### src/rtl/jk_mod_counter_pkg.sv
// Shared JK excitation codes and the single-bit JK next-state function for jk_mod_counter.
package jk_mod_counter_pkg;

  typedef logic [1:0] jk_code_t;

  // Encoding is {J,K}
  localparam jk_code_t JK_HOLD = 2'b00;
  localparam jk_code_t JK_CLR  = 2'b01;
  localparam jk_code_t JK_SET  = 2'b10;
  localparam jk_code_t JK_TOG  = 2'b11;

  function automatic logic jk_next(input logic q, input jk_code_t jk);
    logic nq;
    nq = q;
    case (jk)
      JK_HOLD: nq = q;
      JK_CLR:  nq = 1'b0;
      JK_SET:  nq = 1'b1;
      JK_TOG:  nq = ~q;
      default: nq = q;
    endcase
    return nq;
  endfunction

endpackage

### src/rtl/jk_mod_counter_if.sv
// Control/status bundle of jk_mod_counter; load and din exist only when JK_CNT_LOAD_EN is defined.
interface jk_mod_counter_if #(
  parameter int unsigned WIDTH = 4
);

  logic             en;
  logic             up_dn;
  logic             clr;
`ifdef JK_CNT_LOAD_EN
  logic             load;
  logic [WIDTH-1:0] din;
`endif
  logic [WIDTH-1:0] count;
  logic [WIDTH-1:0] count_bar;
  logic             tc;
  logic             wrap;

`ifdef JK_CNT_LOAD_EN
  modport master (output en, up_dn, clr, load, din,
                  input  count, count_bar, tc, wrap);
  modport slave  (input  en, up_dn, clr, load, din,
                  output count, count_bar, tc, wrap);
`else
  modport master (output en, up_dn, clr,
                  input  count, count_bar, tc, wrap);
  modport slave  (input  en, up_dn, clr,
                  output count, count_bar, tc, wrap);
`endif

endinterface

### src/rtl/jk_ff_cell.sv
// Single JK flip-flop with asynchronous active-high reset to q=0.
module jk_ff_cell
  import jk_mod_counter_pkg::*;
(
  input  logic clk,
  input  logic reset,
  input  logic j,
  input  logic k,
  output logic q,
  output logic q_bar
);

  logic q_r;

  always_ff @(posedge clk or posedge reset) begin
    if (reset) q_r <= 1'b0;
    else       q_r <= jk_next(q_r, {j, k});
  end

  assign q     = q_r;
  assign q_bar = ~q_r;

endmodule

### src/rtl/jk_mod_counter.sv
// Up/down modulo-MODULUS counter built from WIDTH JK cells with excitation logic and a wrap strobe.
// Optional parallel load path enabled by defining JK_CNT_LOAD_EN.
module jk_mod_counter
  import jk_mod_counter_pkg::*;
#(
  parameter int unsigned WIDTH   = 4,
  parameter int unsigned MODULUS = 10
) (
  input  logic           clk,
  input  logic           reset,
  jk_mod_counter_if.slave bus
);

  if (MODULUS < 2 || 64'(MODULUS) > (64'(1) << WIDTH)) begin : g_bad_modulus
    $error("jk_mod_counter: MODULUS must satisfy 2 <= MODULUS <= 2**WIDTH");
  end

  localparam logic [WIDTH-1:0] MAX_CNT = WIDTH'(MODULUS - 1);

  logic [WIDTH-1:0] q;
  logic [WIDTH-1:0] q_bar;
  logic [WIDTH-1:0] j;
  logic [WIDTH-1:0] k;
  jk_code_t         jk [WIDTH];
  logic             at_max;
  logic             at_zero;
  logic             load_act;
  logic             wrap_nxt;
  logic             wrap_q;

  assign at_max  = (q == MAX_CNT);
  assign at_zero = (q == '0);

`ifdef JK_CNT_LOAD_EN
  logic [WIDTH-1:0] ld_val;

  // Out-of-range load values saturate to the top of the count range
  assign ld_val   = (32'(bus.din) >= MODULUS) ? MAX_CNT : bus.din;
  assign load_act = bus.load;
`else
  assign load_act = 1'b0;
`endif

  // Per-bit excitation; priority clr > load > en > hold
  always_comb begin
    logic up_carry;
    logic dn_carry;
    up_carry = 1'b1;
    dn_carry = 1'b1;
    for (int i = 0; i < WIDTH; i++) begin
      jk[i] = JK_HOLD;
      if (bus.clr) begin
        jk[i] = JK_CLR;
      end
`ifdef JK_CNT_LOAD_EN
      else if (bus.load) begin
        jk[i] = {ld_val[i], ~ld_val[i]};
      end
`endif
      else if (bus.en) begin
        if (bus.up_dn) begin
          if (at_max) jk[i] = q[i] ? JK_CLR : JK_HOLD;
          else        jk[i] = up_carry ? JK_TOG : JK_HOLD;
        end else begin
          if (at_zero) jk[i] = {MAX_CNT[i], ~MAX_CNT[i]};
          else         jk[i] = dn_carry ? JK_TOG : JK_HOLD;
        end
      end
      up_carry = up_carry & q[i];
      dn_carry = dn_carry & ~q[i];
    end
  end

  for (genvar gi = 0; gi < WIDTH; gi++) begin : g_cell
    assign j[gi] = jk[gi][1];
    assign k[gi] = jk[gi][0];

    jk_ff_cell u_cell (
      .clk   (clk),
      .reset (reset),
      .j     (j[gi]),
      .k     (k[gi]),
      .q     (q[gi]),
      .q_bar (q_bar[gi])
    );
  end

  assign wrap_nxt = bus.en & ~bus.clr & ~load_act & (bus.up_dn ? at_max : at_zero);

  // Wrap strobe is high during the cycle that follows a wrapping edge
  always_ff @(posedge clk or posedge reset) begin
    if (reset) wrap_q <= 1'b0;
    else       wrap_q <= wrap_nxt;
  end

  assign bus.count     = q;
  assign bus.count_bar = q_bar;
  assign bus.tc        = bus.en & (bus.up_dn ? at_max : at_zero);
  assign bus.wrap      = wrap_q;

endmodule
### src/flat_wrapper.sv
// flat-port wrapper written by rule: the top's interface ports become plain ports
module jk_mod_counter_flat import jk_mod_counter_pkg::*;
#(
  parameter int unsigned WIDTH   = 4,
  parameter int unsigned MODULUS = 10
)
  (clk, reset, bus_en, bus_up_dn, bus_clr, bus_count, bus_count_bar, bus_tc, bus_wrap);
  jk_mod_counter_if #(.WIDTH(WIDTH)) bus_i ();
  input  logic clk;
  input  logic reset;
  input wire logic [$bits(bus_i.en)-1:0] bus_en;
  input wire logic [$bits(bus_i.up_dn)-1:0] bus_up_dn;
  input wire logic [$bits(bus_i.clr)-1:0] bus_clr;
  output wire logic [$bits(bus_i.count)-1:0] bus_count;
  output wire logic [$bits(bus_i.count_bar)-1:0] bus_count_bar;
  output wire logic [$bits(bus_i.tc)-1:0] bus_tc;
  output wire logic [$bits(bus_i.wrap)-1:0] bus_wrap;
  assign bus_i.en = bus_en;
  assign bus_i.up_dn = bus_up_dn;
  assign bus_i.clr = bus_clr;
  assign bus_count = bus_i.count;
  assign bus_count_bar = bus_i.count_bar;
  assign bus_tc = bus_i.tc;
  assign bus_wrap = bus_i.wrap;
  jk_mod_counter #(.WIDTH(WIDTH), .MODULUS(MODULUS)) u_core (.clk(clk), .reset(reset), .bus(bus_i));
endmodule
### config.mk
export PLATFORM = sky130hd
export DESIGN_NAME = jk_mod_counter_flat
export DESIGN_NICKNAME = d
export VERILOG_FILES = /design/src/rtl/jk_mod_counter_pkg.sv /design/src/rtl/jk_mod_counter_if.sv /design/src/rtl/jk_ff_cell.sv /design/src/rtl/jk_mod_counter.sv /design/src/flat_wrapper.sv
export SDC_FILE = /design/constraint.sdc
export NUM_CORES = 1
export LEC_CHECK = 0
export CAP_MARGIN = 25
export CORE_AREA = 2 2 39 41
export DETAILED_ROUTE_END_ITERATION = 8
export DIE_AREA = 0 0 41 43
export GPL_TIMING_DRIVEN = 0
export HOLD_SLACK_MARGIN = 0.05
export MAX_ROUTING_LAYER = met4
export PLACE_DENSITY = 0.62
export SYNTH_ARGS = -nofsm -noshare
export SYNTH_HDL_FRONTEND = slang
export SYNTH_SLANG_ARGS = --single-unit
### constraint.sdc
create_clock -name clk -period 1.45 [get_ports clk]
set_input_delay 0.29 -clock clk [delete_from_list [all_inputs] [get_ports clk]]
set_output_delay 0.29 -clock clk [all_outputs]
set_load 0.01 [all_outputs]
==> results of run 1 <==
## registers in the layout (all words and copies together) (netlist names)
register	flops
u_core.bus.wrap	1
u_core.g_cell.u_cell.q	4
## cells in the mapped netlist (2+ instances only)
| library cell | number | area, sq um |
|---|---|---|
| nand2_1 | 5 | 18.8 |
| dfrtp_1 | 5 | 125 |
| buf_2 | 2 | 10.0 |
| nor2_1 | 2 | 7.51 |
| a21oi_1 | 3 | 15.0 |
| xnor2_1 | 2 | 17.5 |
| inv_1 | 6 | 22.5 |
| buf_4 | 9 | 67.6 |
| nor3_1 | 2 | 10.0 |
| o21ai_0 | 3 | 15.0 |
## routing by layer
metal / GRT usage [%] / up-vias / wire, microns
li1: - / 229 / -
met4: 12.0 / 0 / 38
met3: 3.14 / 5 / 57
met1: 15.8 / 219 / 419
met5: - / - / 0
met2: 23.1 / 11 / 604
## timing repair
action,in CTS,in global routing
endpoints found under the setup margin,9,6
resized for setup,28,12
buffers inserted,7,5
pin swaps,2,3
## how the worst max path moves through the flow
stage	to	from	depth (start not counted)	slack [ns]
after global placement	bus_tc	bus_up_dn	5	-0.77
after detailed placement	bus_tc	bus_up_dn	5	-0.78
after global routing	bus_tc	u_core.g_cell[3].u_cell.q	5	-0.22
after floorplan	bus_tc	u_core.g_cell[0].u_cell.q	4	0.08
after CTS	bus_tc	u_core.g_cell[0].u_cell.q	5	-0.17
final	bus_tc	u_core.g_cell[3].u_cell.q	5	-0.16
## cell families (layout without fill, tap and decap cells)
| logic type | Yosys count | count (layout) | share of synthesized area [%] |
|---|---|---|---|
| simple gates | 16 | 16 | 20.6 |
| compound gates | 13 | 13 | 19.7 |
| flops | 5 | 5 | 30.3 |
| buf+inv | 18 | 47 | 25.1 |
| xor+xnor | 2 | 2 | 4.24 |
## power by group through the flow
stage	registers, mW	clock network (mW)	logic, mW
global placement	0.156	0	0.166
floorplan	0.156	0	0.104
global route	0.158	0.182	0.238
finish	0.157	0.162	0.219
CTS	0.156	0.164	0.186
detailed placement	0.157	0	0.168
## area by class of cell
cell class,count,area (sq um)
plain buffers,12,105
clock buffers,4,26.3
fillers,144,684
inverters,6,22.5
multi-input cells,31,201
flip-flops and latches,5,125
well taps,16,20.0
repair buffers,25,199
## worst reg2reg max path: cells and delay by family (launching register included)
family                 cells  cell delay (ns)
buffers and inverters      3             0.40
DFF                        1             0.40
and+or+nand+nor            1             0.10
AOI/OAI and AO/OA          3             0.43
==> impl_metrics.ini, run 1 <==
[grt]
global_route.usage.total_pct = 15.1
via_count_of_the_first_global_routing_pass = 411
grt_first_pass_wirelength_microns = 1680
globalRoute.totalOverflow = 0
pin_count_of_the_biggest_net_entering_global_routing = 9
antenna_found_initial = 0

[cts]
root_buffer = clkbuf_4
cts_htree_levels = 1
cts_tree = built
cts.sinks = 5
cts.reportedPaths.clkPinSlew_ns = 0.04
cts-root-to-sink-buffers = 2
cts_hold_repair.buffers = 0
cts_buffers = 3
clock_latency_ns = 0.25

[cells_and_area]
area_delta_synth_final_pct = 69.4
final-instance-count-excl-fill = 99
diodes = 0
layout_commonest_cell = buf_4
layout.nets = 89
final_design_area_no_fill_sq_um = 699
layout-drive-gt1-share_pct = 47.0
mostFrequentLayoutCells = buf_4, nand2_1, inv_1, dfrtp_1, buf_6
post-route-util_pct = 50.5

[floorplanning]
die_x_microns = 41
row_count = 14
die_h_microns = 43
initial_cell_density_of_the_core_pct = 29.8
io-pin-count = 15
fp.dieArea_sq_mm = 0.00176
coreArea_sq_mm = 0.00138

[sta]
setup_tns_ns = -0.156
grt_setup_unrepaired = yes
final.setup_skew_ns = 0.00461
final-max-slew-violation-count = 0
final.min_clock_period_ns = 1.61
timing_hold_violations_final = 0
max_clock_freq_mhz = 623
finalWorstSetupSlack_ns = -0.156
max_slew.worst_pin.slew_ns = 0.275
worst_slew_margin_rel_pct = 81.5
layout_worst_path_cycle_share_pct = 111
fin_worst_hold_slack_ns = 0.249
setup-violations-final = 1

[run_status]
violations_in_the_final_reports = negative setup slack
run_status = finished with violations

[setup_path]
reg2regPathDepth = 7
setup.worst_path.end_class = output port
worst-setup-path-type = flip-flop to output port
worstPathMaxFanout = 4
reg2reg_from = u_core.g_cell[0].u_cell.q
cp_top_family = flip-flops
cp_data_arrival_time_ns = 1.32
startpoint_type = flip-flop
rr_endpoint = u_core.g_cell[1].u_cell.q
critical_path.max_stage_delay_ns = 0.38
r2r_setup_slack_ns = 0.04
cp_buf_inv_count = 2
worst_ep_required_time_ns = 1.16
slowest_stage = dfrtp_1
worstPathCellList = buf_6 > nor3_4 > a21oi_2 > nor3_1 > buf_2

[power_and_ir_drop]
power.density_cell_area_mw_per_mm2 = 770
power_frac_seq_pct = 29.1
power.static_leakage_nw = 0.355
power_share_of_the_clock_group_pct = 30.1
switching_share_pct = 29.6
max_vdd_drop_v = 0.000238
total_power_uw = 538
power.internal_uw = 379
power.share.combinational_pct = 40.7
switching_component_of_the_power_uw = 159

[place]
routabilityCongestion = 0.800
numPlacedInstances = 83
pre_cts_slack_ns = -0.782
port_buffers = 13
post_detail_place_hpwl_microns = 653
placed_cell_area_sq_um = 563

[yosys]
post_synth_instance_area_sq_um = 413
ys_ff_latch = 5
synth.distinct_cells = 25
synth-seq-area-share_pct = 30.3
synth-edff-count = 0
cells_after_synthesis = 54
synth.net_count = 59
synth-async-reset-ratio_pct = 100
postSynth.topFlopCell = dfrtp_1
syn_avg_cell_area_sq_um = 7.65
ys.warnings.count = 0

[detailed_routing]
route.final.wire_length_microns = 1120
detail_route.wl_per_cell_microns = 11.3
vias_per_cell = 4.69
detail_route.drc_violations = 0
drtPass1Iterations = 3
vias = 464
antenna_left = 0
detailed_route_iter0_violations = 7

[worst_hold_path]
worstHoldPathType = input pin to async pin

[run]
number_of_maximum_capacitance_constraint_violations = 0
(Power assumes the default switching activity.)
==> run 2, diff against run 1 <==
Settings changed: GPL_TIMING_DRIVEN 0 to not set.
==> run 2 against run 1 <==
  * The flow still finishes with violations (negative setup slack)
  * Largest cell class unchanged
  * Flip-flop and latch count stayed put
  * Via count fell by 9.7%
  * Non-clock buffer count is 8 lower
  * Register-to-register slack improved by 0.16 ns
  * Clock skew down 0.0035 ns
  * Die area unchanged
  * Total power down 6.5%
  * Sequential power about the same
  * Fmax up 4.4%
==> impl_metrics.ini, run 2 (synthesis gave the netlist of run 1 again) <==
[setup_path]
setup.worst_path.end_class = output port
cp_buf_inv_count = 1
cp_data_arrival_time_ns = 1.25
startpoint_type = flip-flop
worstPathMaxFanout = 3
worst_ep_required_time_ns = 1.16
worstPathCellList = nor3_4 > a21oi_2 > nor3_1 > buf_2
critical_path.max_stage_delay_ns = 0.43
slowest_stage = dfrtp_2
cp_top_family = flip-flops
worst-setup-path-type = flip-flop to output port

[sta]
final.min_clock_period_ns = 1.54
final-max-slew-violation-count = 0
setup-violations-final = 1
timing_hold_violations_final = 0
grt_setup_unrepaired = yes
max_clock_freq_mhz = 650
layout_worst_path_cycle_share_pct = 106
worst_slew_margin_rel_pct = 85.3
max_slew.worst_pin.slew_ns = 0.219
final.setup_skew_ns = 0.00110
finalWorstSetupSlack_ns = -0.0886

[cells_and_area]
layout.nets = 81
mostFrequentLayoutCells = buf_4, inv_1, nand2_1, dlygate4sd2_1
layout_commonest_cell = buf_4
layout-drive-gt1-share_pct = 37.3
area_delta_synth_final_pct = 54.8
final.fill_count = 146
final-instance-count-excl-fill = 91
final_design_area_no_fill_sq_um = 639
diodes = 0
largest_reg_flops = 4

[place]
pre_cts_slack_ns = -0.603
placed_cell_area_sq_um = 582
routabilityCongestion = 0.797
port_buffers = 14
numPlacedInstances = 84
post_detail_place_hpwl_microns = 669

[detailed_routing]
detailroute.wirelength.met3_microns = 50
drtPass1Iterations = 3
detailed_route_iter0_violations = 7
vias_per_cell = 4.60
met1_routed_length_microns = 404
topRoutingLayerUsed = met4
vias = 419
antenna_left = 0
detail_route.drc_violations = 0
routed-wl-met2_microns = 438
detail_route.wl_per_cell_microns = 10.0
route.final.wire_length_microns = 911

[floorplanning]
row_count = 14
io-pin-count = 15
die_x_microns = 41
die_h_microns = 43
coreArea_sq_mm = 0.00138
fp.dieArea_sq_mm = 0.00176
initial_cell_density_of_the_core_pct = 29.8

[cts]
cts_buffers = 3
cts.reportedPaths.clkPinSlew_ns = 0.05
cts-root-to-sink-buffers = 2
root_buffer = clkbuf_4
cts.sinks = 5
clock_latency_ns = 0.24
cts_tree = built
cts_htree_levels = 1

[grt]
grt_first_pass_wirelength_microns = 1370
antenna_found_initial = 0
pin_count_of_the_biggest_net_entering_global_routing = 11
via_count_of_the_first_global_routing_pass = 320
globalRoute.totalOverflow = 0
global_route.usage.total_pct = 11.9

[run]
number_of_maximum_capacitance_constraint_violations = 0

[run_status]
violations_in_the_final_reports = negative setup slack
run_status = finished with violations

[worst_hold_path]
worstHoldPathType = input pin to async pin

[power_and_ir_drop]
power.density_cell_area_mw_per_mm2 = 787
power.static_leakage_nw = 0.316
max_vdd_drop_v = 0.000303
-- run 2: cell count changes in the layout (fill, tap and decap cells not counted), sizes merged --
cell,before,now
buf,28,16
dlygate4sd2,3,5
clkbuf,6,5
clkdlybuf4s50,3,4
clkinv,0,1
dlymetal6s2s,0,1
-- run 2: final timing paths --
path	endpoint	slack, ns	start	cells past startpoint
worst max-delay path	bus_tc	-0.09	u_core.g_cell[0].u_cell.q	4
worst min-delay path	u_core.g_cell[1].u_cell.q	0.24	reset	2
worst max register to register	u_core.g_cell[1].u_cell.q	0.20	u_core.g_cell[0].u_cell.q	5
worst min register to register	u_core.g_cell[2].u_cell.q	0.58	u_core.g_cell[2].u_cell.q	2
max in group asynchronous	u_core.g_cell[0].u_cell.q	1.03	reset	2
min in group clk	u_core.bus.wrap	0.58	bus_up_dn	5
-- run 2: worst register-to-register path, stage by stage (launching register included) --
cell and delay (ns):
dfrtp_2 0.43, buf_6 0.15, nor2_1 0.11, o21ai_1 0.09, a211o_1 0.29, a21oi_2 0.11
-- run 2: per-layer routing --
layer | global-route usage, % | vias up
met5 | - | -
met4 | 6.00 | 0
met3 | 3.14 | 2
met2 | 16.6 | 10
met1 | 15.3 | 194
li1 | - | 213
-- run 2: per-stage QoR --
stage	hold slack [ns]	utilization, %	power (mW)	TNS, ns
after global placement	0.496	42.0	0.332	-0.823
after CTS	0.242	44.2	0.492	-0.180
final	0.239	46.2	0.503	-0.0886
after floorplan	0.0685	-	0.260	0
after detailed placement	0.496	42.0	0.333	-0.865
after global routing	0.262	46.2	0.536	-0.158
-- run 2: layout make-up --
type	count	area, sq um	share of cell area (%)
clock buffers	3	22.5	3.52
clock inverters	1	5.00	0.783
inverters	6	22.5	3.52
multi-input cells	31	201	31.5
flip-flops and latches	5	126	19.8
well taps	16	20.0	3.13
repair buffers	29	241	37.8
-- run 2: timing repair --
item                                    in CTS  in global routing
buffers inserted                             2                  1
hold buffers                                 0                  0
endpoints found under the setup margin       9                  3
gates resized for setup                     13                 12
pin swaps                                    0                  1
-- run 2: power breakdown --
part	internal, mW	switching (mW)	leakage [nW]
combinational	0.0989	0.0817	0.232
clock	0.100	0.0639	0.0177
sequential	0.150	0.00861	0.0663
total	0.349	0.154	0.316
